`src/rtl/led_activity_monitor_if.sv`:
```
// rtl/led_activity_monitor_if.sv - access events in, LED state codes and debug count out
// master drives the raw events; slave is the activity monitor.
interface led_activity_monitor_if #(
  parameter int CNT_W = 16
);
  logic             BootEnable;
  logic             BootAccess;
  logic             BootDone;
  logic             TfReq;
  logic             TfBusy;
  logic [1:0]       NextorState;
  logic [1:0]       BootState;
  logic             BootTimeout;
  logic [CNT_W-1:0] AccessCount;

  modport master (
    output BootEnable, BootAccess, BootDone, TfReq, TfBusy,
    input  NextorState, BootState, BootTimeout, AccessCount
  );

  modport slave (
    input  BootEnable, BootAccess, BootDone, TfReq, TfBusy,
    output NextorState, BootState, BootTimeout, AccessCount
  );
endinterface

```
`src/rtl/led_activity_monitor.sv`:
```
// rtl/led_activity_monitor.sv - TF activity stretcher, boot-phase FSM and TF command counter
// Produces registered LED state codes for the LED controller.
module led_activity_monitor #(
  parameter int MIN_ON       = 214_800,
  parameter int BOOT_TIMEOUT = 107_400_000,
  parameter int CNT_W        = 16
) (
  input  logic                   CLK,
  input  logic                   RESET,
  led_activity_monitor_if.slave  bus
);

  localparam int ON_W  = $clog2(MIN_ON + 1);
  localparam int TMO_W = $clog2(BOOT_TIMEOUT + 1);

  localparam logic [1:0] LED_OFF = 2'd0;
  localparam logic [1:0] LED_ON  = 2'd1;

  typedef enum logic [1:0] {
    B_IDLE   = 2'd0,
    B_ACTIVE = 2'd1,
    B_DONE   = 2'd2
  } boot_state_t;

  logic [ON_W-1:0]  on_cnt_q,   on_cnt_d;
  logic [1:0]       nextor_q,   nextor_d;
  logic [CNT_W-1:0] acc_cnt_q,  acc_cnt_d;

  boot_state_t      boot_fsm_q;
  logic [TMO_W-1:0] tmo_cnt_q;
  logic [1:0]       boot_led_q;
  logic             boot_tmo_q;

  // on_cnt > 1 (not > 0) keeps a lone request lit for exactly MIN_ON cycles.
  always_comb begin
    on_cnt_d  = on_cnt_q;
    nextor_d  = LED_OFF;
    acc_cnt_d = acc_cnt_q;
    if (bus.TfReq) begin
      on_cnt_d = ON_W'(MIN_ON);
    end else if (on_cnt_q != '0) begin
      on_cnt_d = on_cnt_q - 1'b1;
    end
    if (bus.TfReq || bus.TfBusy || (on_cnt_q > ON_W'(1))) begin
      nextor_d = LED_ON;
    end
    if (bus.TfReq && (acc_cnt_q != {CNT_W{1'b1}})) begin
      acc_cnt_d = acc_cnt_q + 1'b1;
    end
  end

  always_ff @(posedge CLK or posedge RESET) begin
    if (RESET) begin
      on_cnt_q  <= '0;
      nextor_q  <= LED_OFF;
      acc_cnt_q <= '0;
    end else begin
      on_cnt_q  <= on_cnt_d;
      nextor_q  <= nextor_d;
      acc_cnt_q <= acc_cnt_d;
    end
  end

  // BootState is written alongside the state so it tracks the FSM on the same edge.
  always_ff @(posedge CLK or posedge RESET) begin
    if (RESET) begin
      boot_fsm_q <= B_IDLE;
      tmo_cnt_q  <= '0;
      boot_led_q <= LED_OFF;
      boot_tmo_q <= 1'b0;
    end else begin
      case (boot_fsm_q)
        B_IDLE: begin
          if (bus.BootEnable && bus.BootAccess) begin
            boot_fsm_q <= B_ACTIVE;
            tmo_cnt_q  <= TMO_W'(BOOT_TIMEOUT);
            boot_led_q <= LED_ON;
          end else begin
            boot_led_q <= LED_OFF;
          end
        end
        B_ACTIVE: begin
          if (bus.BootDone) begin
            boot_fsm_q <= B_DONE;
            boot_led_q <= LED_OFF;
          end else if (!bus.BootEnable) begin
            boot_fsm_q <= B_IDLE;
            boot_led_q <= LED_OFF;
          end else if (bus.BootAccess) begin
            tmo_cnt_q  <= TMO_W'(BOOT_TIMEOUT);
            boot_led_q <= LED_ON;
          end else if (tmo_cnt_q == TMO_W'(1)) begin
            boot_fsm_q <= B_DONE;
            boot_led_q <= LED_OFF;
            boot_tmo_q <= 1'b1;
          end else begin
            tmo_cnt_q  <= tmo_cnt_q - 1'b1;
            boot_led_q <= LED_ON;
          end
        end
        default: begin
          boot_fsm_q <= B_DONE;
          boot_led_q <= LED_OFF;
        end
      endcase
    end
  end

  assign bus.NextorState = nextor_q;
  assign bus.BootState   = boot_led_q;
  assign bus.BootTimeout = boot_tmo_q;
  assign bus.AccessCount = acc_cnt_q;

endmodule

```
`src/flat_wrapper.sv`:
```
// flat-port wrapper written by rule: the top's interface ports become plain ports
module led_activity_monitor_flat 
#(
  parameter int MIN_ON       = 214_800,
  parameter int BOOT_TIMEOUT = 107_400_000,
  parameter int CNT_W        = 16
)
  (CLK, RESET, bus_BootEnable, bus_BootAccess, bus_BootDone, bus_TfReq, bus_TfBusy, bus_NextorState, bus_BootState, bus_BootTimeout, bus_AccessCount);
  led_activity_monitor_if #(.CNT_W(CNT_W)) bus_i ();
  input  logic CLK;
  input  logic RESET;
  input wire logic [$bits(bus_i.BootEnable)-1:0] bus_BootEnable;
  input wire logic [$bits(bus_i.BootAccess)-1:0] bus_BootAccess;
  input wire logic [$bits(bus_i.BootDone)-1:0] bus_BootDone;
  input wire logic [$bits(bus_i.TfReq)-1:0] bus_TfReq;
  input wire logic [$bits(bus_i.TfBusy)-1:0] bus_TfBusy;
  output wire logic [$bits(bus_i.NextorState)-1:0] bus_NextorState;
  output wire logic [$bits(bus_i.BootState)-1:0] bus_BootState;
  output wire logic [$bits(bus_i.BootTimeout)-1:0] bus_BootTimeout;
  output wire logic [$bits(bus_i.AccessCount)-1:0] bus_AccessCount;
  assign bus_i.BootEnable = bus_BootEnable;
  assign bus_i.BootAccess = bus_BootAccess;
  assign bus_i.BootDone = bus_BootDone;
  assign bus_i.TfReq = bus_TfReq;
  assign bus_i.TfBusy = bus_TfBusy;
  assign bus_NextorState = bus_i.NextorState;
  assign bus_BootState = bus_i.BootState;
  assign bus_BootTimeout = bus_i.BootTimeout;
  assign bus_AccessCount = bus_i.AccessCount;
  led_activity_monitor #(.MIN_ON(MIN_ON), .BOOT_TIMEOUT(BOOT_TIMEOUT), .CNT_W(CNT_W)) u_core (.CLK(CLK), .RESET(RESET), .bus(bus_i));
endmodule
```
`config.mk`:
```
export PLATFORM = sky130hd
export DESIGN_NAME = led_activity_monitor_flat
export DESIGN_NICKNAME = d
export VERILOG_FILES = /design/src/rtl/led_activity_monitor_if.sv /design/src/rtl/led_activity_monitor.sv /design/src/flat_wrapper.sv
export SDC_FILE = /design/constraint.sdc
export NUM_CORES = 1
export LEC_CHECK = 0
export CAP_MARGIN = 20
export CORE_MARGIN = 2
export CORE_UTILIZATION = 58
export DETAILED_ROUTE_END_ITERATION = 10
export PLACE_DENSITY = 0.79
export SLEW_MARGIN = 10
export SYNTH_ARGS = -nofsm -noshare
export SYNTH_HDL_FRONTEND = slang
export SYNTH_SLANG_ARGS = --single-unit
```
`constraint.sdc`:
```
create_clock -name CLK -period 3.4 [get_ports CLK]
set_input_delay 0.68 -clock CLK [delete_from_list [all_inputs] [get_ports CLK]]
set_output_delay 0.68 -clock CLK [all_outputs]
set_load 0.01 [all_outputs]
```
# After elaboration in Yosys (flattened, before gate mapping)
# Cells that the tools add are included.
# W data, S select, Z words.
# word_totals
regBits	67
inputBits	7
out_inout_bits	21
# op_classes
addsub	3
n_lt_le_gt_ge	1
eq_ne	9
muxes	21
n_bitwise	2
n_reduce_logical	11
# op_table
op	count
$mux W27	5
$pmux W27 S2	1
$mux W18	2
$eq A27 B1 Y1 const B	1
$sub A27 B1 Y27 const B	1
$gt A18 B1 Y1 const B	1
$reduce_bool A18 Y1	1
$sub A18 B1 Y18 const B	1
$add A16 B1 Y16 const B	1
$mux W2	8
$ne A16 B16 Y1 const B	1
$reduce_and A5 Y1	2
$pmux W2 S2	2
$ne A2 B2 Y1 const B	2
$ne A4 B3 Y1 const B	1
$ne A4 B4 Y1 const B	1
$reduce_bool A2 Y1	2
$mux W1	3
$ne A3 B3 Y1 const B	1
$reduce_and A3 Y1	1
$eq A2 B1 Y1 const B	1
$logic_and A1 B1 Y1	2
$logic_not A2 Y1	1
$logic_or A1 B1 Y1	2
2 further kinds	3

# Longest topological paths before layout
# Gate-level depths: netlist of run 1.
# depth
ltp_word	6
ltp_mapped	8
ltp_nobuf	7

# Worst setup path before layout of run 1
# Ideal clock, no wire load.
# synth_timing
kind	reg-to-reg
from	reg u_core.tmo_cnt_q[6]
to	reg u_core.tmo_cnt_q[17]
arrival_time_ns	2.437
t_required_ns	3.274
path_slack_ns	0.837
path_stages_with_launch	7
n_path_buf	1
synth_period_minus_slack_ns	2.563
cell_sequence	dfrtp_1 or4_4 or2_1 buf_6 or3_4 or4_1 a221o_1
# synth_via
elab_chain_len	6
# synth_lines
item	line_no	rtl
from (decl)	led_activity_monitor.sv:30	logic [TMO_W-1:0] tmo_cnt_q;
from (signal assigned)	led_activity_monitor.sv:76	tmo_cnt_q <= TMO_W'(BOOT_TIMEOUT);
from (signal assigned)	led_activity_monitor.sv:90	tmo_cnt_q <= TMO_W'(BOOT_TIMEOUT);
from (signal assigned)	led_activity_monitor.sv:97	tmo_cnt_q <= tmo_cnt_q - 1'b1;
$sub A27 B1 Y27	led_activity_monitor.sv:97	
$mux W27	led_activity_monitor.sv:92	end else if (tmo_cnt_q == TMO_W'(1)) begin
$mux W27	led_activity_monitor.sv:89	end else if (bus.BootAccess) begin
$mux W27	led_activity_monitor.sv:86	end else if (!bus.BootEnable) begin
$mux W27	led_activity_monitor.sv:83	if (bus.BootDone) begin
$pmux W27 S2	led_activity_monitor.sv:72	case (boot_fsm_q)
# Several ways; a longest one is shown, not always the timed one. The select of a mux whose other input is x is not followed.
# A chain may end at the register's enable or synchronous reset.

# Final worst setup path of run 1
# Ends and elaborated chain as after synthesis.

==> results of run 1 <==
## cell families (layout without fill, tap and decap cells)
logic type,count (synthesis),count (layout)
buf+inv,32,65
xor+xnor,21,21
mux,3,3
fa+ha+maj,6,6
simple gates,168,168
flops,66,66
other cells,1,2
compound gates,89,89
## cell usage after synthesis (all sizes together), types with 2 or more instances
cell	n
o21a	4
nor3	18
or2	3
nor2	40
a31oi	10
o2bb2ai	4
a21oi	15
inv	17
or3	15
mux2i	2
nor4	15
buf	4
and3	3
a22o	3
nor4b	2
xnor2	10
o21bai	3
clkbuf	11
o22ai	3
ha	6
a21o	5
nand3	20
dfrtp	66
o41ai	3
o31ai	6
xor2	11
a211o	2
o211ai	3
a41oi	2
nand2	18
o21ai	19
or4	14
nand4	12
or3b	2
## sequential cells by signal (all words and copies together), names as in the netlist
name and flops:
u_core.tmo_cnt_q 27, u_core.on_cnt_q 18, u_core.bus.AccessCount 16, u_core.boot_fsm_q 2, u_core.bus.BootState 1, u_core.bus.BootTimeout 1
u_core.bus.NextorState 1
## power breakdown
group          total (mW)  switching [mW]  internal, mW
clock               0.629           0.305         0.325
sequential           1.10           0.183         0.916
combinational       0.581           0.286         0.294
## per-layer routing
| metal | track usage [%] | up-vias | wire length, um |
|---|---|---|---|
| li1 | - | 1496 | - |
| met4 | 7.601 | 0 | 31 |
| met5 | 0 | - | 0 |
| met3 | 7.853 | 2 | 590 |
| met2 | 40.40 | 97 | 3963 |
| met1 | 36.76 | 1572 | 3953 |
## path summary, 6_finish.rpt
check,start,end,slack [ps],cells after the start
worst max-delay path,u_core.tmo_cnt_q[6]$_DFFE_PP0P_,u_core.tmo_cnt_q[17]$_DFFE_PP0P_,670,5
worst min-delay path,u_core.bus.BootTimeout$_DFFE_PP0P_,u_core.bus.BootTimeout$_DFFE_PP0P_,480,1
worst max register to register,u_core.tmo_cnt_q[6]$_DFFE_PP0P_,u_core.tmo_cnt_q[17]$_DFFE_PP0P_,670,5
worst min register to register,u_core.bus.BootTimeout$_DFFE_PP0P_,u_core.bus.BootTimeout$_DFFE_PP0P_,480,1
max in group asynchronous,RESET,u_core.tmo_cnt_q[23]$_DFFE_PP0P_,2080,3
min in group asynchronous,RESET,u_core.bus.AccessCount[15]$_DFFE_PP0P_,710,2
## cell type report
type,count,area (um2),share of cell area (%)
clock inverters,3,22.52,0.5438
well taps,75,93.84,2.266
multi-input cells,289,1826,44.08
repair buffers,32,315.3,7.613
inverters,17,63.81,1.541
flip-flops and latches,66,1652,39.88
clock buffers,13,168.9,4.079
## worst reg2reg max path, cell delays in order, from the launching register on
cell,delay [ps]
dfrtp_1,440
or4_4,560
or2_1,390
or3_4,390
or4_1,480
a221o_1,350
## per-stage QoR
stage                     util (%)  setup slack, ps  hold WS (ps)  std cells
after CTS                    69.54            691.3         485.7        495
after detailed placement     66.32            542.9         469.6        479
after floorplan                  -            837.0         451.3        387
final                        69.54            673.8         478.2        495
after global routing         69.54            592.6         518.6        495
after global placement       66.32            613.2         470.5        479
==> flow_summary_export.csv, run 1 <==
group,metric,value,unit
timing,period_share,80.18,%
synthesis,synth-simple-area-share,25.56,%
setup_path,worstPathRequired,3630,ps
floorplanning,fp.dieArea,6875,um2
clock_network,postCtsSetupRepairBufs,0,
synthesis,synth_top_family_by_area,"simple AND/OR/NAND/NOR gates",
setup_path,arrival,2950,ps
clock_network,ctsResizeCount,0,
clock_network,cts_buffer_depth,2,
synthesis,synth_adder_area_share,2.078,%
synthesis,syn_area_per_cell,9.358,um2
run_status,status,"completed",
routing,wl_per_cell,17.25,um
synthesis,synth_area_leaders,"dfrtp_1 46%, nor2_1 4.1%, xor2_1 2.7%",
placed_design,gp_congestion,0.9703,
timing,setup_viol,0,
cells_and_area,synthToLayoutAreaGrowth,14.65,%
floorplanning,rows,28,
cells_and_area,layout_commonest_cell,"dfrtp_1",
clock_network,hold_buffers,0,
routing,drc_errors,0,
setup_path,path_max_fanout,10,
setup_path,cp_cell_sequence,"or4_4 -> or2_1 -> or3_4 -> or4_1 -> a221o_1",
setup_path,cp_num_buf_inv,0,
synthesis,synth_area,3612,um2
routing,drtIter0Drc,238,
timing,fin_skew,5.737,ps
synthesis,yosysTopAreaCell,"dfrtp_1",
floorplanning,core_area,5956,um2
global_route,antenna_found_initial,0,
floorplanning,fp.dieH,82.92,um
timing,relSlewSlack,49.62,%
global_route,grt_overflow,0,
clock_network,clk_transition_reported_paths,70,ps
global_route,globalRouteTotalUtil,26.43,%
synthesis,async_flop_share,100.0,%
global_route,grt_max_degree,41,
cells_and_area,fillers,486,
cells_and_area,drive_above_1_share,9.524,%
clock_network,clock-sinks,66,
synthesis,synth.area.mux_share,0.8660,%
timing,tns,0,ps
placed_design,placed_area,3950,um2
floorplanning,ios,28,
clock_network,cts-root-buf,"clkbuf_8",
synthesis,yosys.area.top_type_share,45.72,%
cells_and_area,diodes,0,
synthesis,ys_warn_count,0,
clock_network,cts_made_buffers,9,
timing,rsz0062_at_grt,"no",
timing,fmax,366.8,MHz
clock_network,insertion_delay,350,ps
cells_and_area,final_nets,428,
power,power_leakage,1.571,nW
setup_path,cp_top_family,"simple AND/OR/NAND/NOR gates",
routing,routed_wl,8.538,mm
setup_path,worstSetupStartpointType,"flip-flop",
floorplanning,initial_core_util,60.65,%
global_route,first_global_vias,3079,
timing,worst_slew_pin_slew,751.1,ps
synthesis,yosysUniqueCellTypes,59,
job,timing.max_cap.violations,0,
timing,hold_violations,0,
setup_path,critPathKind,"flip-flop to flip-flop",
synthesis,synth_edf_count,0,
power,irDropWorstVdd,0.0004458,V
routing,ant_nets,0,
power,design_power_total,2.308,mW
synthesis,synth_ff_type,"dfrtp_1",
power,p_per_area,557.3,nW/um2
cells_and_area,final_cell_mix,"66 x dfrtp_1, 39 x nor2_1, 25 x clkdlybuf4s50_1",
routing,num_vias,3167,
cells_and_area,final_area,4141,um2
setup_path,critPathCaptureType,"flip-flop",
timing,finalCriticalPeriod,2726,ps
floorplanning,fp.dieW,82.92,um
placed_design,numPortBuffers,25,
clock_network,cts_tree,"yes",
routing,first_pass_iters,5,
synthesis,yosys_register_bits,66,
synthesis,synth_compound_area_share,16.73,%
placed_design,dp_hpwl,5.784,mm
timing,slew_viol_final,0,
clock_network,h-tree-depth,3,
setup_path,max_stage_delay,560,ps
synthesis,ys_seq_area_share,45.72,%
routing,vias_per_cell,6.398,
min_path,hold_path_class,"flip-flop to flip-flop",
global_route,grt_pass1_wl,14.82,mm
synthesis,synth-xor-area-share,5.092,%
synthesis,syn_inst,386,
setup_path,slowest_stage,"or4_4",
Note: power is estimated with default switching activity, not from simulation.
==> run 2, diff against run 1 <==
clock period = 2.6 ns   (was 3.4 ns; I/O delays follow)
==> run 2 against run 1 <==
Register-to-register slack worse by 600 ps; total power is 40% higher; design area up 4.3%; sequential cell count stayed put; first-iteration DRC count is 14% higher; worst hold slack lost 19 ps; sequential power rose by 30%; combinational power grew 38%; critical endpoint unchanged; largest cell class unchanged; largest power group unchanged.
==> flow_summary_export.csv, run 2 (same netlist as run 1, synthesis figures left out) <==
group,metric,value,unit
clock_network,cts_made_buffers,9,
min_path,hold_path_class,"flip-flop to flip-flop",
power,p_per_area,747.4,nW/um2
run_status,status,"completed",
power,power_leakage,1.679,nW
clock_network,hold_buffers,0,
routing,ant_nets,0,
routing,num_vias,3278,
cells_and_area,drive_above_1_share,13.90,%
floorplanning,fp.dieH,82.92,um
routing,drc_errors,0,
cells_and_area,largest_reg_flops,27,
floorplanning,fp.dieW,82.92,um
setup_path,endpoint,"u_core.tmo_cnt_q[17]$_DFFE_PP0P_",
setup_path,crit_start,"u_core.tmo_cnt_q[2]$_DFFE_PP0P_",
timing,hold_violations,0,
global_route,grt_pass1_wl,15.08,mm
timing,fmax,395.2,MHz
placed_design,numPortBuffers,25,
timing,tns,0,ps
routing,wl_per_cell,17.02,um
global_route,first_global_vias,3181,
setup_path,critPathKind,"flip-flop to flip-flop",
setup_path,critPathCaptureType,"flip-flop",
min_path,min_path_cells,1,
setup_path,path_max_fanout,6,
clock_network,insertion_delay,360,ps
clock_network,cts_tree,"yes",
timing,finalCriticalPeriod,2530,ps
timing,period_share,97.32,%
job,timing.max_cap.violations,0,
floorplanning,core_area,5956,um2
cells_and_area,final_cell_mix,"65 x dfrtp_1, 39 x nor2_1, 25 x clkdlybuf4s50_1, 25 x buf_4, 19 x nand3_1",
timing,slew_viol_final,0,
cells_and_area,final_core_util,72.52,%
setup_path,worstSetupStartpointType,"flip-flop",
routing,first_pass_iters,5,
placed_design,gp_congestion,0.9644,
floorplanning,fp.dieArea,6875,um2
floorplanning,initial_core_util,60.65,%
placed_design,dp_cells,496,
floorplanning,ios,28,
clock_network,cts-root-buf,"clkbuf_8",
global_route,antenna_found_initial,0,
clock_network,h-tree-depth,3,
routing,drtIter0Drc,271,
setup_path,reg2reg_depth,5,
global_route,grt_overflow,0,
routing,vias_per_cell,6.377,
clock_network,clock-sinks,66,
timing,relSlewSlack,48.22,%
floorplanning,rows,28,
cells_and_area,final_nets,447,
setup_path,r2r-end,"u_core.tmo_cnt_q[17]$_DFFE_PP0P_",
clock_network,cts_buffer_depth,2,
setup_path,r2r-start,"u_core.tmo_cnt_q[2]$_DFFE_PP0P_",
placed_design,dp_hpwl,5.928,mm
cells_and_area,synthToLayoutAreaGrowth,19.57,%
cells_and_area,layout_commonest_cell,"dfrtp_1",
routing,routed_wl,8.749,mm
timing,fin_skew,12.54,ps
global_route,grt_max_degree,67,
setup_path,reg2reg_slack,70,ps
cells_and_area,fin_cells,514,
cells_and_area,fillers,466,
clock_network,clk_transition_reported_paths,80,ps
cells_and_area,diodes,0,
timing,rsz0062_at_grt,"no",
timing,setup_viol,0,
global_route,globalRouteTotalUtil,26.97,%
timing,worst_slew_pin_slew,772.1,ps
power,irDropWorstVdd,0.0006479,V
setup_path,arrival,2780,ps
cells_and_area,regMostFlops,"u_core.tmo_cnt_q",
setup_path,worstPathRequired,2850,ps
-- run 2: worst min-delay path by stage --
stage	to	startpoint	slack [ps]
final	u_core.bus.BootTimeout$_DFFE_PP0P_	u_core.bus.BootTimeout$_DFFE_PP0P_	460
after global routing	u_core.bus.BootTimeout$_DFFE_PP0P_	u_core.bus.BootTimeout$_DFFE_PP0P_	480
after global placement	u_core.tmo_cnt_q[13]$_DFFE_PP0P_	u_core.tmo_cnt_q[13]$_DFFE_PP0P_	480
after floorplan	u_core.tmo_cnt_q[13]$_DFFE_PP0P_	u_core.tmo_cnt_q[13]$_DFFE_PP0P_	450
after detailed placement	u_core.bus.BootTimeout$_DFFE_PP0P_	u_core.bus.BootTimeout$_DFFE_PP0P_	450
after CTS	u_core.bus.BootTimeout$_DFFE_PP0P_	u_core.bus.BootTimeout$_DFFE_PP0P_	470
-- run 2: worst max-delay path: stages, from the launching register on --
cell and delay (ps):
dfrtp_2 450, or4_4 560, or2_1 250, or3_4 340, or4_1 470, a221o_1 350
-- run 2: power by group --
group | internal, mW | total (mW) | switching, mW | leakage (nW)
Sequential | 1.20 | 1.43 | 0.237 | 0.784
Clock | 0.547 | 0.990 | 0.443 | 0.106
Combinational | 0.415 | 0.804 | 0.389 | 0.789
-- run 2: per-layer routing --
layer	vias to the layer above	global-route usage [%]	share of wire, %	routed length [um]
met3	10	8.549	8.2	714
li1	1537	-	-	-
met1	1601	37.70	44	3824
met5	-	0	0	0
met4	0	8.942	1.2	106
met2	130	40.03	47	4103
-- run 2: layout make-up --
| type | count | area [um2] | share of cell area [%] |
|---|---|---|---|
| multi-input cells | 289 | 1826 | 42.27 |
| flip-flops and latches | 66 | 1653 | 38.27 |
| repair buffers | 51 | 457.9 | 10.60 |
| clock buffers | 9 | 123.9 | 2.868 |
| clock inverters | 7 | 101.3 | 2.346 |
| well taps | 75 | 93.84 | 2.173 |
| inverters | 17 | 63.81 | 1.477 |
-- run 2: timing repair --
item / CTS / global route
gates resized for setup: 0 / 1
buffers inserted: 0 / 2
setup endpoints to repair: 0 / 1
-- run 2: through the flow --
step / power [mW] / hold slack (ps) / instance area [um2] / worst slack, ps
2_1_floorplan: 1.858 / 451.3 / 3616 / 36.97
3_3_place_gp: 2.202 / 475.2 / 4078 / 9.613
3_5_place_dp: 2.228 / 446.7 / 4078 / -9.963
4_1_cts: 3.229 / 465.1 / 4303 / 57.15
5_1_grt: 3.403 / 482.3 / 4319 / 0.3717
6_report: 3.228 / 459.7 / 4319 / 69.69
==> run 3, diff against run 2 <==
RECOVER_POWER = 100   (was not set)
==> run 3 against run 2 <==
The run now ends with capacitance limit, slew limit left; wire length is 0.67% lower; clock power is 0.4% higher; total power is 1.3% lower; register-to-register slack hardly changed; critical path type unchanged; clock-buffer cell count stayed put.
==> flow_summary_export.csv, run 3 (same netlist as run 1, synthesis figures left out) <==
group,metric,value,unit
cells_and_area,final_nets,447,
setup_path,path_max_fanout,6,
power,power.share.clock,31.2,%
timing,hold_violations,0,
placed_design,dp_hpwl,5.928,mm
timing,setup_viol,0,
clock_network,cts_made_buffers,9,
global_route,globalRouteTotalUtil,26.97,%
power,p_sw,1.064,mW
power,power_frac_comb,24.0,%
floorplanning,fp.dieW,82.92,um
cells_and_area,regArea,1653,um2
floorplanning,fp.dieH,82.92,um
clock_network,h-tree-depth,3,
setup_path,worstPathRequired,2850,ps
setup_path,slowest_stage,"or4_4",
min_path,hold_path_class,"flip-flop to flip-flop",
clock_network,insertion_delay,360,ps
job,timing.max_cap.violations,1,
clock_network,clk_transition_reported_paths,80,ps
clock_network,clock-sinks,66,
power,power_leakage,1.667,nW
global_route,grt_overflow,0,
global_route,grt_max_degree,67,
min_path,hold_end,"u_core.bus.BootTimeout$_DFFE_PP0P_",
routing,routed_wl,8.690,mm
routing,drc_errors,0,
run_status,status,"finished, violations left",
timing,worst_slew_pin_slew,1618,ps
setup_path,worstSetupStartpointType,"flip-flop",
setup_path,cp_top_family,"simple AND/OR/NAND/NOR gates",
routing,drtIter0Drc,294,
power,p_per_area,743.3,nW/um2
setup_path,max_stage_delay,560,ps
setup_path,arrival,2790,ps
setup_path,r2r-start,"u_core.tmo_cnt_q[2]$_DFFE_PP0P_",
routing,vias_per_cell,6.377,
floorplanning,initial_core_util,60.65,%
clock_network,cts_tree,"yes",
timing,period_share,97.60,%
setup_path,reg2reg_slack,60,ps
cells_and_area,diodes,0,
cells_and_area,fillers,472,
global_route,antenna_found_initial,0,
min_path,min_from,"u_core.bus.BootTimeout$_DFFE_PP0P_",
routing,num_vias,3278,
run_status,violations,"capacitance limit, slew limit",
timing,rsz0062_at_grt,"no",
cells_and_area,drive_above_1_share,12.76,%
timing,tns,0,ps
setup_path,critPathCaptureType,"flip-flop",
timing,relSlewSlack,-7.888,%
timing,fmax,394.1,MHz
clock_network,hold_buffers,0,
setup_path,cp_num_buf_inv,0,
min_path,min_path_cells,1,
floorplanning,ios,28,
timing,slew_viol_final,67,
cells_and_area,synthToLayoutAreaGrowth,18.67,%
routing,ant_nets,0,
cells_and_area,final_cell_mix,"65 x dfrtp_1, 39 x nor2_1, 20 x dlygate4sd3_1, 20 x buf_4",
setup_path,reg2reg_depth,5,
floorplanning,fp.dieArea,6875,um2
power,irDropWorstVdd,0.0006037,V
timing,finalCriticalPeriod,2537,ps
cells_and_area,largest_reg_flops,27,
placed_design,gp_congestion,0.9644,
clock_network,cts_buffer_depth,2,
power,p_int,2.122,mW
power,netSwitchingFraction,33.40,%
power,design_power_total,3.186,mW
routing,wl_per_cell,16.91,um
cells_and_area,layout_commonest_cell,"dfrtp_1",
cells_and_area,regMostFlops,"u_core.tmo_cnt_q",
placed_design,numPortBuffers,25,
setup_path,cp_cell_sequence,"or4_4 -> or2_1 -> or3_4 -> or4_1 -> a221o_1",
timing,fin_skew,11.90,ps
global_route,grt_pass1_wl,15.08,mm
cells_and_area,multi_input_area,1824,um2
setup_path,r2r-end,"u_core.tmo_cnt_q[17]$_DFFE_PP0P_",
floorplanning,rows,28,
setup_path,critPathKind,"flip-flop to flip-flop",
floorplanning,core_area,5956,um2
clock_network,cts-root-buf,"clkbuf_8",
routing,first_pass_iters,5,
power,pwr-share-seq,44.8,%
global_route,first_global_vias,3181,
run 3: changes by cell type in the layout (fill, tap and decap cells not counted), moves of 3 or more:
cell             delta
dlygate4sd3_1      +20
o21ai_0             +3
clkbuf_2            +3
clkdlybuf4s50_1    -20
buf_4               -5
o21ai_1             -3
clkbuf_1            +3
run 3: area by class of cell:
cell class	count	share of cell area [%]
Clock buffer	9	2.890
Clock inverter	7	2.364
Inverter	17	1.489
Multi-Input combinational cell	289	42.56
Sequential cell	66	38.56
Tap cell	75	2.189
Timing Repair Buffer	51	9.953
run 3: metrics by stage:
| step | instance area (um2) | setup slack [ps] | cells | utilization, % | hold WS, ps |
|---|---|---|---|---|---|
| after global routing | 4287 | 0.3717 | 514 | 71.97 | 477.3 |
| after detailed placement | 4078 | -9.963 | 496 | 68.47 | 446.7 |
| final | 4287 | 62.53 | 514 | 71.97 | 454.3 |
| after floorplan | 3616 | 36.97 | 387 | - | 451.3 |
| after global placement | 4078 | 9.613 | 496 | 68.47 | 475.2 |
| after CTS | 4303 | 57.15 | 512 | 72.25 | 465.1 |
run 3: routing by layer:
metal | wire, um | share of wire, % | vias up | global-route usage (%)
li1 | - | - | 1538 | -
met1 | 3898 | 45 | 1616 | 37.70
met2 | 4037 | 46 | 112 | 40.03
met3 | 641 | 7.4 | 12 | 8.549
met4 | 113 | 1.3 | 0 | 8.942
met5 | 0 | 0 | - | 0
run 3: worst max-delay path by stage:
stage | cells past startpoint | slack (ps) | from | endpoint
final | 5 | 60 | u_core.tmo_cnt_q[2]$_DFFE_PP0P_ | u_core.tmo_cnt_q[17]$_DFFE_PP0P_
after floorplan | 6 | 40 | u_core.tmo_cnt_q[6]$_DFFE_PP0P_ | u_core.tmo_cnt_q[17]$_DFFE_PP0P_
after CTS | 5 | 60 | u_core.tmo_cnt_q[2]$_DFFE_PP0P_ | u_core.tmo_cnt_q[17]$_DFFE_PP0P_
after detailed placement | 5 | -10 | bus_BootEnable | u_core.tmo_cnt_q[21]$_DFFE_PP0P_
after global placement | 5 | 10 | bus_BootEnable | u_core.tmo_cnt_q[21]$_DFFE_PP0P_
after global routing | 5 | 0.4 | u_core.tmo_cnt_q[0]$_DFFE_PP0P_ | u_core.tmo_cnt_q[17]$_DFFE_PP0P_
run 3: timing repair:
action,CTS,global route
buffers inserted,0,2
endpoints found under the setup margin,0,1
resized for setup,0,1
run 3: power groups by stage:
stage,clock [mW],sequential [mW],combinational [mW]
4_1_cts,1.00,1.43,0.797
3_5_place_dp,0,1.44,0.788
3_3_place_gp,0,1.43,0.767
2_1_floorplan,0,1.44,0.423
6_report,0.994,1.43,0.764
5_1_grt,1.05,1.46,0.848
